$ cat src/rtl/riscv_biu_arb2.sv
// Two-requester arbiter in front of a single BIU port.
// Requester 0 is the instruction-fetch side, requester 1 the data side.
// Grants are round-robin per accepted transfer, bus locks pin the grant to
// the lock owner, and an in-order owner FIFO steers every response back to
// the requester that issued the transfer.
module riscv_biu_arb2 #(
  parameter int XLEN        = 32,
  parameter int PLEN        = XLEN,
  parameter int BIUTAG_SIZE = $clog2(XLEN/16),
  parameter int DEPTH       = 2
) (
  input  logic                   clk_i,
  input  logic                   rst_i,

  // requester 0 (instruction fetch)
  input  logic                   m0_stb_i,
  output logic                   m0_stb_ack_o,
  output logic                   m0_d_ack_o,
  input  logic [PLEN-1:0]        m0_adri_i,
  input  logic [2:0]             m0_size_i,
  input  logic [2:0]             m0_type_i,
  input  logic [2:0]             m0_prot_i,
  input  logic                   m0_lock_i,
  input  logic                   m0_we_i,
  input  logic [XLEN-1:0]        m0_d_i,
  input  logic [BIUTAG_SIZE-1:0] m0_tagi_i,
  output logic [XLEN-1:0]        m0_q_o,
  output logic [PLEN-1:0]        m0_adro_o,
  output logic [BIUTAG_SIZE-1:0] m0_tago_o,
  output logic                   m0_ack_o,
  output logic                   m0_err_o,

  // requester 1 (data memory)
  input  logic                   m1_stb_i,
  output logic                   m1_stb_ack_o,
  output logic                   m1_d_ack_o,
  input  logic [PLEN-1:0]        m1_adri_i,
  input  logic [2:0]             m1_size_i,
  input  logic [2:0]             m1_type_i,
  input  logic [2:0]             m1_prot_i,
  input  logic                   m1_lock_i,
  input  logic                   m1_we_i,
  input  logic [XLEN-1:0]        m1_d_i,
  input  logic [BIUTAG_SIZE-1:0] m1_tagi_i,
  output logic [XLEN-1:0]        m1_q_o,
  output logic [PLEN-1:0]        m1_adro_o,
  output logic [BIUTAG_SIZE-1:0] m1_tago_o,
  output logic                   m1_ack_o,
  output logic                   m1_err_o,

  // shared downstream BIU port
  output logic                   biu_stb_o,
  input  logic                   biu_stb_ack_i,
  input  logic                   biu_d_ack_i,
  output logic [PLEN-1:0]        biu_adri_o,
  output logic [2:0]             biu_size_o,
  output logic [2:0]             biu_type_o,
  output logic                   biu_lock_o,
  output logic                   biu_we_o,
  output logic [2:0]             biu_prot_o,
  output logic [XLEN-1:0]        biu_d_o,
  output logic [BIUTAG_SIZE-1:0] biu_tagi_o,
  input  logic [XLEN-1:0]        biu_q_i,
  input  logic [PLEN-1:0]        biu_adro_i,
  input  logic [BIUTAG_SIZE-1:0] biu_tago_i,
  input  logic                   biu_ack_i,
  input  logic                   biu_err_i,

  output logic                   spurious_o
);

  localparam int PW = (DEPTH > 1) ? $clog2(DEPTH) : 1;
  localparam int CW = $clog2(DEPTH) + 1;
  localparam logic [CW-1:0] FULL_CNT = CW'(DEPTH);
  localparam logic [PW-1:0] LAST_PTR = PW'(DEPTH - 1);

  logic             last_gnt;
  logic             locked;
  logic             lock_owner;
  logic             sel;
  logic             sel_stb;
  logic             sel_lock;
  logic             full;
  logic             empty;
  logic             accept;
  logic             rsp;
  logic             pop;
  logic             owner;
  logic [PW-1:0]    wr_ptr;
  logic [PW-1:0]    rd_ptr;
  logic [CW-1:0]    count;
  logic [DEPTH-1:0] owner_q;

  // pointer advance with explicit wrap so non-power-of-2 depths also work
  function automatic logic [PW-1:0] ptr_inc(input logic [PW-1:0] p);
    if (p == LAST_PTR) return '0;
    return p + 1'b1;
  endfunction

  assign full   = (count == FULL_CNT);
  assign empty  = (count == '0);
  assign owner  = owner_q[rd_ptr];
  assign accept = biu_stb_o & biu_stb_ack_i;
  assign rsp    = biu_ack_i | biu_err_i;
  assign pop    = rsp & ~empty;

  // a response with nothing outstanding belongs to nobody
  assign spurious_o = rsp & empty;

  // grant selection: lock owner first, then lone requester, then round-robin
  always_comb begin
    sel = last_gnt;
    if (locked)                 sel = lock_owner;
    else if (m0_stb_i ^ m1_stb_i) sel = m1_stb_i;
    else if (m0_stb_i & m1_stb_i) sel = ~last_gnt;
  end

  // downstream request mux; the strobe is masked by the registered full flag
  always_comb begin
    sel_stb    = sel ? m1_stb_i  : m0_stb_i;
    sel_lock   = sel ? m1_lock_i : m0_lock_i;
    biu_stb_o  = sel_stb & ~full;
    biu_adri_o = sel ? m1_adri_i : m0_adri_i;
    biu_size_o = sel ? m1_size_i : m0_size_i;
    biu_type_o = sel ? m1_type_i : m0_type_i;
    biu_prot_o = sel ? m1_prot_i : m0_prot_i;
    biu_lock_o = sel_lock;
    biu_we_o   = sel ? m1_we_i   : m0_we_i;
    biu_d_o    = sel ? m1_d_i    : m0_d_i;
    biu_tagi_o = sel ? m1_tagi_i : m0_tagi_i;
  end

  // request handshakes go only to the selected requester
  always_comb begin
    m0_stb_ack_o = ~sel & biu_stb_ack_i & ~full;
    m1_stb_ack_o =  sel & biu_stb_ack_i & ~full;
    m0_d_ack_o   = ~sel & biu_d_ack_i;
    m1_d_ack_o   =  sel & biu_d_ack_i;
  end

  // response routing to the FIFO head; everything zero when nothing is owed
  always_comb begin
    m0_ack_o  = 1'b0;
    m0_err_o  = 1'b0;
    m0_q_o    = '0;
    m0_adro_o = '0;
    m0_tago_o = '0;
    m1_ack_o  = 1'b0;
    m1_err_o  = 1'b0;
    m1_q_o    = '0;
    m1_adro_o = '0;
    m1_tago_o = '0;
    if (!empty) begin
      if (owner) begin
        m1_ack_o  = biu_ack_i;
        m1_err_o  = biu_err_i;
        m1_q_o    = biu_q_i;
        m1_adro_o = biu_adro_i;
        m1_tago_o = biu_tago_i;
      end else begin
        m0_ack_o  = biu_ack_i;
        m0_err_o  = biu_err_i;
        m0_q_o    = biu_q_i;
        m0_adro_o = biu_adro_i;
        m0_tago_o = biu_tago_i;
      end
    end
  end

  // round-robin history and bus-lock state, updated on accepted transfers
  always_ff @(posedge clk_i or posedge rst_i) begin
    if (rst_i) begin
      last_gnt   <= 1'b1;
      locked     <= 1'b0;
      lock_owner <= 1'b0;
    end else if (accept) begin
      last_gnt <= sel;
      if (sel_lock) begin
        locked     <= 1'b1;
        lock_owner <= sel;
      end else if (locked && (sel == lock_owner)) begin
        locked <= 1'b0;
      end
    end
  end

  // owner FIFO pointers and occupancy
  always_ff @(posedge clk_i or posedge rst_i) begin
    if (rst_i) begin
      wr_ptr <= '0;
      rd_ptr <= '0;
      count  <= '0;
    end else begin
      if (accept) wr_ptr <= ptr_inc(wr_ptr);
      if (pop)    rd_ptr <= ptr_inc(rd_ptr);
      case ({accept, pop})
        2'b10:   count <= count + 1'b1;
        2'b01:   count <= count - 1'b1;
        default: count <= count;
      endcase
    end
  end

  // owner FIFO storage; entries are only read while count says they are valid
  always_ff @(posedge clk_i) begin
    if (accept) owner_q[wr_ptr] <= sel;
  end

endmodule

$ cat config.mk
export PLATFORM = sky130hd
export DESIGN_NAME = riscv_biu_arb2
export DESIGN_NICKNAME = d
export VERILOG_FILES = /design/src/rtl/riscv_biu_arb2.sv
export SDC_FILE = /design/constraint.sdc
export NUM_CORES = 1
export LEC_CHECK = 0
export BUFFER_PORTS_ARGS = -buffer_cell sky130_fd_sc_hd__clkbuf_2
export CORE_AREA = 2 2 171 173
export CTS_BUF_LIST = sky130_fd_sc_hd__clkbuf_8 sky130_fd_sc_hd__clkbuf_16
export CTS_CLUSTER_DIAMETER = 200
export DETAILED_ROUTE_END_ITERATION = 8
export DIE_AREA = 0 0 173 175
export SYNTH_ARGS = -nofsm -noshare
export SYNTH_HDL_FRONTEND = slang
export SYNTH_SLANG_ARGS = --single-unit
$ cat constraint.sdc
create_clock -name clk_i -period 2.7 [get_ports clk_i]
set_input_delay 0.81 -clock clk_i [delete_from_list [all_inputs] [get_ports clk_i]]
set_output_delay 0.81 -clock clk_i [all_outputs]
set_load 0.1 [all_outputs]
Word level (Yosys, flattened, before mapping)
Cells that the tools add are included.
{"block": "classes", "addsub": 4, "magnitude_cmp": 3, "n_eq_ne": 4, "n_mux": 48, "bitwise": 17, "reduce_logical": 7}
{"cell": "32-bit 2-to-1 mux", "count": 10}
{"cell": "1-bit 2-to-1 mux", "count": 32}
{"cell": "1-bit AND", "count": 11}
{"cell": "3-bit 2-to-1 mux", "count": 3}
{"cell": "2-bit == test (second input constant)", "count": 2}
{"cell": "1-bit by 2-bit < comparator with 1-bit output (second input constant)", "count": 2}
{"cell": "1-bit NOT", "count": 4}
{"cell": "2-bit one-hot mux with 2 select lines", "count": 1}
{"cell": "2-bit AND reduction", "count": 2}
{"cell": "2-bit nonzero test", "count": 2}
{"cell": "1-bit adder (second input constant)", "count": 2}
{"cell": "2-bit by 1-bit adder with 2-bit output (second input constant)", "count": 1}
{"cell": "2-bit bitwise mux", "count": 1}
{"cell": "2-bit by 1-bit == test with 1-bit output (second input constant)", "count": 1}
{"cell": "1-bit logical AND", "count": 2}
{"cell": "2-bit logical NOT", "count": 1}
{"cell": "2-bit by 1-bit subtractor with 2-bit output (second input constant)", "count": 1}
{"cell": "1-bit demux with 1-bit select", "count": 1}
{"cell": "1-bit == test", "count": 1}
{"cell": "1-bit >= comparator (second input constant)", "count": 1}
{"cell": "1-bit OR", "count": 1}
{"cell": "1-bit bitwise XOR", "count": 1}
{"block": "word_totals", "register_bits": 9, "input_bits": 225, "output_inout_bits": 216, "wordCells": 90}

Depth between registers and ports, before layout
Gate-level depths: netlist of the first run.
{"block": "depth", "ltp_word": 9, "mapped_depth": 6, "ltp_nobuf": 6}

Worst setup path after synthesis of the first run
OpenSTA, ideal clock, no wires.
{"block": "synth_timing", "path_type": "input-to-output", "from": "input m0_stb_i", "to": "output m1_stb_ack_o", "t_arrival_ns": 2.877, "required_ns": 1.890, "setup_slack_ns": -0.987, "path_stages": 4, "n_path_buf": 1, "cell_sequence": "a21o_1 > o21ai_4 > buf_4 > nor2b_1"}
{"block": "synth_via", "elab_chain_cells": 6, "word_cells_on_any_way": 7, "cone_classes": "3 x mux; 4 x bitwise"}
{"element": "from (decl)", "line": "16", "text": "input logic m0_stb_i,"}
{"element": "1-bit AND", "line": "115", "text": "else if (m0_stb_i & m1_stb_i) sel = ~last_gnt;"}
{"element": "1-bit 2-to-1 mux", "line": "115"}
{"element": "1-bit 2-to-1 mux *", "line": "114", "text": "else if (m0_stb_i ^ m1_stb_i) sel = m1_stb_i;"}
{"element": "1-bit 2-to-1 mux *", "line": "113", "text": "if (locked) sel = lock_owner;"}
{"element": "net sel", "line": "80", "text": "logic sel;"}
{"element": "1-bit AND * (2 in series)", "line": "136", "text": "m1_stb_ack_o = sel & biu_stb_ack_i & ~full;"}
{"element": "to (decl)", "line": "35", "text": "output logic m1_stb_ack_o,"}
The timed path passes the listed nets; every way through them passes the cells marked *.

Final worst setup path of the first run
{"block": "layout_timing", "from": "input m0_stb_i", "to": "output biu_stb_o"}
{"block": "layout_via", "elab_chain_cells": 6, "word_cells_on_any_way": 7, "cone_classes": "4 x mux; 3 x bitwise"}
{"element": "1-bit AND", "line": "115"}
{"element": "1-bit 2-to-1 mux", "line": "115"}
{"element": "1-bit 2-to-1 mux", "line": "114"}
{"element": "1-bit 2-to-1 mux", "line": "113"}
{"element": "1-bit 2-to-1 mux *", "line": "120", "text": "sel_stb = sel ? m1_stb_i : m0_stb_i;"}
{"element": "1-bit AND *", "line": "122", "text": "biu_stb_o = sel_stb & ~full;"}
{"element": "to (decl)", "line": "52", "text": "output logic biu_stb_o,"}
Every way passes the cells marked *; elsewhere a longest branch is shown, timed or not.

==> out/qor.csv, run 1 <==
metric,value,unit
r2r_setup_slack,730,ps
final.setup.tns,-13860,ps
synth_area_leader_cell,mux2_2,
stdcell_area,9420,sq um
arrival,2100,ps
max_cap_violations,0,
fmax,343,MHz
antenna_found_initial,0,
ys.flop_type,dfrtp_1,
htreeDepth,1,
finalMaxSlewViolations,0,
grt_pass1_wl,25.7,mm
synth_area_leaders,"mux2_2 38%, nor2_1 23%, nand2_1 11%, dfrtp_1 6.5%, edfxtp_1 2.6%",
syn_nets,587,
synth-edff-count,2,
drtAntennaViolNets,0,
clk_pin_slew_worst_paths,40,ps
ys_seq_area_share,10.2,%
synth_top_area_share,37.8,%
drc,0,
ys_seq_elements,9,
crit_required,1890,ps
avgSynthCellArea,6.43,sq um
synthArstFlopShare,77.8,%
violations,negative setup slack,
gr-total-overflow,0,
num_vias,4204,
io_pins,441,
num_antenna_cells,0,
setup_viol,80,
skew,1.15,ps
cts_tree,done,
root_buffer,clkbuf_16,
worstPathMaxFanout,3,
holdWs,494,ps
cts_hold_buf,0,
clock-sinks,9,
drt_iter0_drc,177,
path_cells,buf_6 > a21o_1 > o21ai_4 > buf_4 > mux2_2 > and2_4 > buf_12,
avgViaCountPerCell,3.52,
fp.dieW,173,um
hold_class,reg -> reg,
cts_buffers,3,
placementRows,62,
fin_ws,-212,ps
ys_types,33,
fin_nets,1038,
drt_pre_antenna_iters,4,
placed_area,9250,sq um
clockBufferDepth,2,
start_util,8.18,%
grt_pass1_vias,4340,
post_drt_wl_per_cell,15.0,um
cpMaxStageDelayCell,mux2_2,
status,"complete, but fails checks",
clock_latency,230,ps
syn-cell-area,2320,sq um
slew_headroom,73.1,%
gr-usage-all-layers,10.7,%
grt_max_degree,31,
cp_slowest_stage_delay,340,ps
worstMarginPinSlew,404,ps
dpl.hpwl,15.9,mm
core_area,28400,sq um
routed_wl,17.9,mm
ys_warn_count,0,
fin_crit_sh,108,%
rsz0062_at_grt,yes,
place_congestion,0.862,
finalHoldViolations,0,
die_h,175,um
portBuffers,440,
area_growth,305,%
critPathKind,in -> out,
worstSetupStartpointType,primary input,
drive_gt1_share,84.3,%
post-route-min-period,2910,ps
synth_cells,361,
critPathCaptureType,primary output,
dieArea,30300,sq um
[registers in the layout, indices dropped and copies added (netlist names)]
register / flops
last_gnt: 1
wr_ptr: 1
owner_q: 2
locked: 1
count: 2
lock_owner: 1
rd_ptr: 1
[metal layers]
| layer | part of all wire, % | track usage, % | wire (um) |
|---|---|---|---|
| met3 | 5.9 | 1.89 | 1060 |
| met4 | 0.92 | 1.66 | 164 |
| met1 | 39 | 13.1 | 7000 |
| met2 | 54 | 19.9 | 9690 |
| met5 | 0 | 0 | 0 |
[cells in the final DEF (no fill, tap or decap), types with 2 or more instances in the layout]
| cell | netlist | final |
|---|---|---|
| buf_4 | 3 | 23 |
| nor2_4 | 0 | 43 |
| o21ai_0 | 2 | 2 |
| xor2_1 | 2 | 2 |
| dfrtp_1 | 6 | 5 |
| edfxtp_1 | 2 | 2 |
| and2_4 | 0 | 2 |
| clkbuf_2 | 0 | 223 |
| nor2_2 | 0 | 74 |
| mux2_2 | 78 | 3 |
| mux2_4 | 1 | 77 |
| xnor2_1 | 3 | 3 |
| buf_6 | 5 | 2 |
| nor2_1 | 144 | 27 |
| clkbuf_16 | 0 | 4 |
| nand2_1 | 69 | 69 |
| buf_12 | 0 | 225 |
| inv_1 | 5 | 6 |
[per-stage QoR]
step | cells | setup WS, ps | utilization, %
final | 1195 | -212 | 33.2
after global routing | 1195 | -242 | 33.2
after CTS | 1193 | -230 | 33.0
after detailed placement | 1186 | -239 | 32.6
after global placement | 1186 | -207 | 32.6
after floorplan | 361 | -422 | -
[synthesized netlist by cell type, types with 2 or more instances]
| cell type | number |
|---|---|
| buf_2 | 5 |
| nor2_1 | 144 |
| and2_1 | 2 |
| o21ai_0 | 2 |
| buf_1 | 6 |
| edfxtp_1 | 2 |
| xnor2_1 | 3 |
| dfrtp_1 | 6 |
| buf_4 | 3 |
| nand2_1 | 69 |
| buf_6 | 5 |
| xor2_1 | 2 |
| mux2_2 | 78 |
| clkbuf_1 | 11 |
| inv_1 | 5 |
[timing repair]
action | 4_1_cts | 5_1_grt
setup endpoints to repair | 80 | 98
setup buffers | 3 | 0
resized for setup | 4 | 3
gates cloned | 0 | 2
[cell type report]
| class | instances | area, sq um |
|---|---|---|
| Sequential cell | 9 | 238 |
| Clock inverter | 1 | 3.75 |
| Inverter | 5 | 18.8 |
| Multi-Input combinational cell | 318 | 2730 |
| Timing Repair Buffer | 475 | 5870 |
| Clock buffer | 3 | 75.1 |
| Fill cell | 2849 | 19000 |
| Tap cell | 384 | 480 |
[worst paths after layout]
kind	from	end	cells past startpoint
worst max-delay path	m0_stb_i	biu_stb_o	7
worst min-delay path	wr_ptr	wr_ptr	1
worst max register to register	last_gnt	locked	7
worst min register to register	wr_ptr	wr_ptr	1
max in group asynchronous	rst_i	last_gnt	2
min in group asynchronous	rst_i	locked	2
[logic make-up (layout without fill, tap and decap cells)]
family | Yosys count | count (layout) | synth area share [%]
buffers and inverters | 35 | 484 | 8.03
multiplexers | 80 | 81 | 38.9
AND/OR/NAND/NOR | 221 | 221 | 36.8
XOR/XNOR | 5 | 5 | 1.89
AO/OA/AOI/OAI | 10 | 10 | 3.66
adder cells (fa/ha/maj) | 1 | 1 | 0.539
flip-flops | 9 | 9 | 10.2
[critical path, delay by kind of cell]
kind            cells  cell delay (ps)
compound gates      2              330
buf+inv             3              430
mux                 1              340
simple gates        1              170
Power of run 1 is not shown: default switching activity piles up to over one toggle a cycle in this logic, so the estimate is an artifact.
==> run 2: changes to the inputs <==
Settings changed: CTS_BUF_LIST sky130_fd_sc_hd__clkbuf_8 sky130_fd_sc_hd__clkbuf_16 to sky130_fd_sc_hd__clkbuf_4 sky130_fd_sc_hd__clkbuf_8.
==> run 2 against run 1 <==
  * The run still ends with negative setup slack left
  * Core utilization fell by 0.11 points
  * Die area did not move
  * Register-to-register slack barely moved
  * Cell count did not move
  * Fmax barely moved
  * Hold slack improved by 0.56 ps
  * Sequential cell count did not move
  * Via count fell by 0.38%
  * Routed wire length did not move
  * Sequential share of layout area barely moved
  * Setup slack got worse by 1.1 ps
  * Critical endpoint is now biu_d_o[0]
==> out/qor.csv, run 2 (synthesized netlist as in run 1, its figures left out) <==
metric,value,unit,change
max_cap_violations,0,,unchanged
drc,0,,unchanged
cp_slowest_stage_delay,340,ps,about the same
fin_crit_sh,108,%,about the same
grt_max_degree,31,,unchanged
post_drt_wl_per_cell,15.0,um,unchanged
critPathKind,in -> out,,unchanged
gr-usage-all-layers,10.7,%,about the same
cts_buffers,3,,unchanged
layout_common_cells,"225 x buf_12, 223 x clkbuf_2, 77 x mux2_4",,unchanged
crit_top_cell,buf_12,,
area_growth,304,%,was 305%
fp.dieW,173,um,unchanged
grt_pass1_vias,4337,,"was 4,340"
violations,negative setup slack,,unchanged
finalMaxSlewViolations,0,,unchanged
drtAntennaViolNets,0,,unchanged
crit_family,buffers and inverters,,unchanged
clock-sinks,9,,unchanged
die_h,175,um,unchanged
multi_input_area,2730,sq um,unchanged
holdWs,495,ps,was 494 ps
cpMaxStageDelayCell,mux2_4,,was mux2_2
crit_buf_inv,4,,was 3
worstSetupStartpointType,primary input,,unchanged
fin_nets,1038,,unchanged
portBuffers,440,,unchanged
cts_tree,done,,unchanged
post-route-min-period,2910,ps,about the same
gr-total-overflow,0,,unchanged
core_area,28400,sq um,unchanged
slew_headroom,72.6,%,was 73.1%
crit_required,1890,ps,about the same
dieArea,30300,sq um,unchanged
dpl.hpwl,15.9,mm,unchanged
path_cells,buf_6 > a21o_1 > o21ai_4 > buf_12 > buf_4 > mux2_4 > buf_12,,was buf_6 > a21o_1 > o21ai_4 > buf_4 > mux2_2 > and2_4 > buf_12
fmax,343,MHz,about the same
htreeDepth,1,,unchanged
arrival,2100,ps,about the same
hold_class,reg -> reg,,unchanged
num_vias,4188,,"was 4,204"
io_pins,441,,unchanged
placementRows,62,,unchanged
antenna_found_initial,0,,unchanged
clockBufferDepth,2,,unchanged
final_common_cell,buf_12,,unchanged
finalHoldViolations,0,,unchanged
skew,1.61,ps,was 1.15 ps
root_buffer,clkbuf_8,,was clkbuf_16
clock_latency,230,ps,about the same
drive_gt1_share,84.5,%,was 84.3%
clk_pin_slew_worst_paths,40,ps,about the same
grt_pass1_wl,25.7,mm,about the same
critPathCaptureType,primary output,,unchanged
start_util,8.18,%,unchanged
avgViaCountPerCell,3.50,,was 3.52
setup_viol,80,,unchanged
routed_wl,17.9,mm,unchanged
ff_latch_area,238,sq um,unchanged
rsz0062_at_grt,yes,,unchanged
fin_ws,-214,ps,was -212 ps
num_antenna_cells,0,,unchanged
worstPathMaxFanout,10,,was 3
place_congestion,0.862,,unchanged
r2r_setup_slack,740,ps,was 730 ps
drt_iter0_drc,150,,was 177
worstMarginPinSlew,411,ps,was 404 ps
status,"complete, but fails checks",,unchanged
top_regs,"count x2, owner_q x2",,unchanged
fillers,2852,,"was 2,849"
drt_pre_antenna_iters,4,,unchanged
[run 2: final timing paths]
check	startpoint	end	cells after the start
max reg2reg	last_gnt	locked	7
min in group asynchronous	rst_i	locked	2
min	wr_ptr	wr_ptr	1
min reg2reg	wr_ptr	wr_ptr	1
max	m0_stb_i	biu_d_o[0]	7
max in group asynchronous	rst_i	last_gnt	2
[run 2: per-stage QoR]
step	instance area [sq um]	TNS [ps]	worst slack [ps]	instances	util [%]
global route	9390	-16550	-248	1195	33.1
detailed placement	9250	-15480	-239	1186	32.6
floorplan	3140	-15970	-422	361	-
finish	9390	-14000	-214	1195	33.1
CTS	9340	-15390	-230	1193	32.9
global placement	9250	-13640	-207	1186	32.6
[run 2: area by class of cell]
class / instances / area share (%)
clock buffer: 4 / 0.520
inverter: 5 / 0.200
multi-input combinational: 318 / 29.1
sequential: 9 / 2.53
tap: 384 / 5.12
timing repair buffer: 475 / 62.5
[run 2: per-layer routing]
| layer | global-route usage [%] | part of all wire, % |
|---|---|---|
| met1 | 13.1 | 39 |
| met2 | 19.9 | 54 |
| met3 | 1.89 | 5.9 |
| met4 | 1.55 | 0.86 |
| met5 | 0 | 0 |
[run 2: timing repair]
item                       in CTS  in global routing
setup endpoints to repair      80                100
gates resized for setup         4                  3
cloned                          0                  2
buffers inserted                3                  0
hold buffers                    0                  0
pin swaps                       0                  0
Power of run 2 is left out for the same reason.
==> run 3: changes to the inputs <==
Settings changed: CELL_PAD_IN_SITES_DETAIL_PLACEMENT set to 0, CELL_PAD_IN_SITES_GLOBAL_PLACEMENT set to 2, CORE_AREA 2 2 171 173 to 2 2 170 172, DIE_AREA 0 0 173 175 to 0 0 172 174, PLACE_DENSITY_LB_ADDON set to 0.1, TNS_END_PERCENT set to 5.
==> run 3 against run 2 <==
  * The run still ends with negative setup slack left
  * Clock skew is essentially flat
  * Final area fell by 5.7%
  * Hold slack worse by 7.3 ps
  * Die area down 1.1%
  * Core utilization shrank 1.7 points
  * Count of clock-buffer cells in the layout did not move
  * Critical path depth unchanged
  * Sequential cell count unchanged
  * Sequential share of layout area rose by 0.14 points
  * Register-to-register slack worse by 20 ps
  * Cell count down 1.2%
  * Fmax down 0.78%
  * Largest cell class unchanged
  * Highest routed layer unchanged
==> out/qor.csv, run 3 (synthesized netlist as in run 1, its figures left out) <==
metric,value,unit,change
grt_pass1_wl,28.3,mm,was 25.7 mm
avgViaCountPerCell,3.53,,was 3.50
grt_max_degree,68,,was 31
fin_crit_sh,109,%,was 108%
gr-usage-all-layers,12.5,%,was 10.7%
path_cells,buf_6 > a21o_1 > o21ai_4 > buf_12 > buf_12 > mux2_2 > buf_12,,was buf_6 > a21o_1 > o21ai_4 > buf_12 > buf_4 > mux2_4 > buf_12
drt_iter0_drc,98,,was 150
fp.dieW,172,um,was 173 um
drt_pre_antenna_iters,4,,unchanged
io_pins,441,,unchanged
layout_common_cells,"224 x buf_12, 223 x clkbuf_2, 90 x nor2_1",,"was 225 x buf_12, 223 x clkbuf_2, 77 x mux2_4"
dieArea,29900,sq um,"was 30,300 sq um"
setup_viol,80,,unchanged
routed_wl,20.0,mm,was 17.9 mm
ff_latch_area,236,sq um,was 238 sq um
fin_ws,-237,ps,was -214 ps
antenna_found_initial,1,,was 0
cts_buffers,3,,unchanged
place_congestion,0.775,,was 0.862
top_regs,"count x2, owner_q x2",,unchanged
final.setup.tns,-14530,ps,"was -14,000 ps"
fillers,2986,,"was 2,852"
portBuffers,440,,unchanged
gr-total-overflow,0,,unchanged
rsz0062_at_grt,yes,,unchanged
slew_headroom,70.6,%,was 72.6%
area_growth,281,%,was 304%
critPathCaptureType,primary output,,unchanged
status,"complete, but fails checks",,unchanged
dpl.hpwl,17.3,mm,was 15.9 mm
cts_tree,done,,unchanged
max_cap_violations,0,,unchanged
start_util,8.22,%,was 8.18%
root_buffer,clkbuf_8,,unchanged
cpMaxStageDelayCell,mux2_2,,was mux2_4
worstPathMaxFanout,17,,was 10
clock-sinks,9,,unchanged
htreeDepth,1,,unchanged
r2r-start,last_gnt,,unchanged
placementRows,62,,unchanged
finalHoldViolations,0,,unchanged
cp-startpoint,m0_stb_i,,unchanged
arrival,2130,ps,was 2100 ps
cp_slowest_stage_delay,370,ps,was 340 ps
skew,1.91,ps,was 1.61 ps
core_area,28200,sq um,"was 28,400 sq um"
grt_util_met2,26.0,%,was 19.9%
met3_usage,4.53,%,was 1.89%
grt_pass1_vias,4449,,"was 4,337"
crit_top_cell,buf_12,,unchanged
fmax,341,MHz,was 343 MHz
clock_latency,230,ps,about the same
worstSetupStartpointType,primary input,,unchanged
hold_class,in -> async,,was reg -> reg
grt_busiest_layer,met2,,unchanged
met1_usage,11.3,%,was 13.1%
clockBufferDepth,2,,unchanged
die_h,174,um,was 175 um
clk_pin_slew_worst_paths,40,ps,about the same
post_drt_wl_per_cell,16.9,um,was 15.0 um
violations,negative setup slack,,unchanged
multi_input_area,2300,sq um,was 2730 sq um
finalMaxSlewViolations,0,,unchanged
final_common_cell,buf_12,,unchanged
drive_gt1_share,76.1,%,was 84.5%
drtAntennaViolNets,0,,unchanged
post-route-min-period,2940,ps,was 2910 ps
fin_nets,1022,,"was 1,038"
crit_required,1890,ps,about the same
worstMarginPinSlew,441,ps,was 411 ps
critPathKind,in -> out,,unchanged
num_vias,4172,,"was 4,188"
drc,0,,unchanged
run 3: changes by cell type in the layout (fill, tap and decap cells not counted), sizes merged:
cell	before	now
clkbuf	228	229
buf	251	235
diode	0	2
mux2	80	79
run 3: metrics by stage:
step / area [sq um] / hold slack, ps / std cells / setup WS [ps] / utilization [%]
2_1_floorplan: 2510 / 468 / 361 / -422 / -
3_3_place_gp: 8490 / 482 / 1171 / -269 / 30.1
3_5_place_dp: 8490 / 491 / 1171 / -304 / 30.1
4_1_cts: 8750 / 501 / 1177 / -246 / 31.0
5_1_grt: 8850 / 528 / 1180 / -295 / 31.3
6_report: 8850 / 487 / 1181 / -237 / 31.4
run 3: what timing repair did:
item | CTS | global route
buffers inserted | 1 | 0
gates resized for setup | 50 | 12
pin swaps | 2 | 0
hold buffers | 0 | 0
gates cloned | 1 | 2
setup endpoints to repair | 81 | 81
run 3: final timing paths:
kind,end,slack [ps],depth (start not counted)
min in group clk_i,wr_ptr,500,1
min reg2reg,wr_ptr,500,1
max,biu_type_o[2],-240,7
max in group asynchronous,last_gnt,1940,2
min,rd_ptr,490,2
max reg2reg,locked,720,7
run 3: critical path: cells and delay by family:
kind	cells	cell delay, ps
AO/OA/AOI/OAI	2	340
buffers and inverters	4	590
multiplexers	1	370
run 3: area by class of cell:
type | count | share of cell area [%]
timing repair buffer | 460 | 65.1
multi-input combinational | 317 | 25.9
tap | 384 | 5.43
sequential | 9 | 2.67
clock buffer | 4 | 0.551
inverter | 5 | 0.212
antenna | 2 | 0.0565
run 3: metal layers:
layer | vias to the layer above | share of wire, %
li1 | 2026 | -
met1 | 1887 | 30
met2 | 252 | 58
met3 | 7 | 11
met4 | 0 | 0.64
met5 | - | 0
Power of run 3 is left out for the same reason.
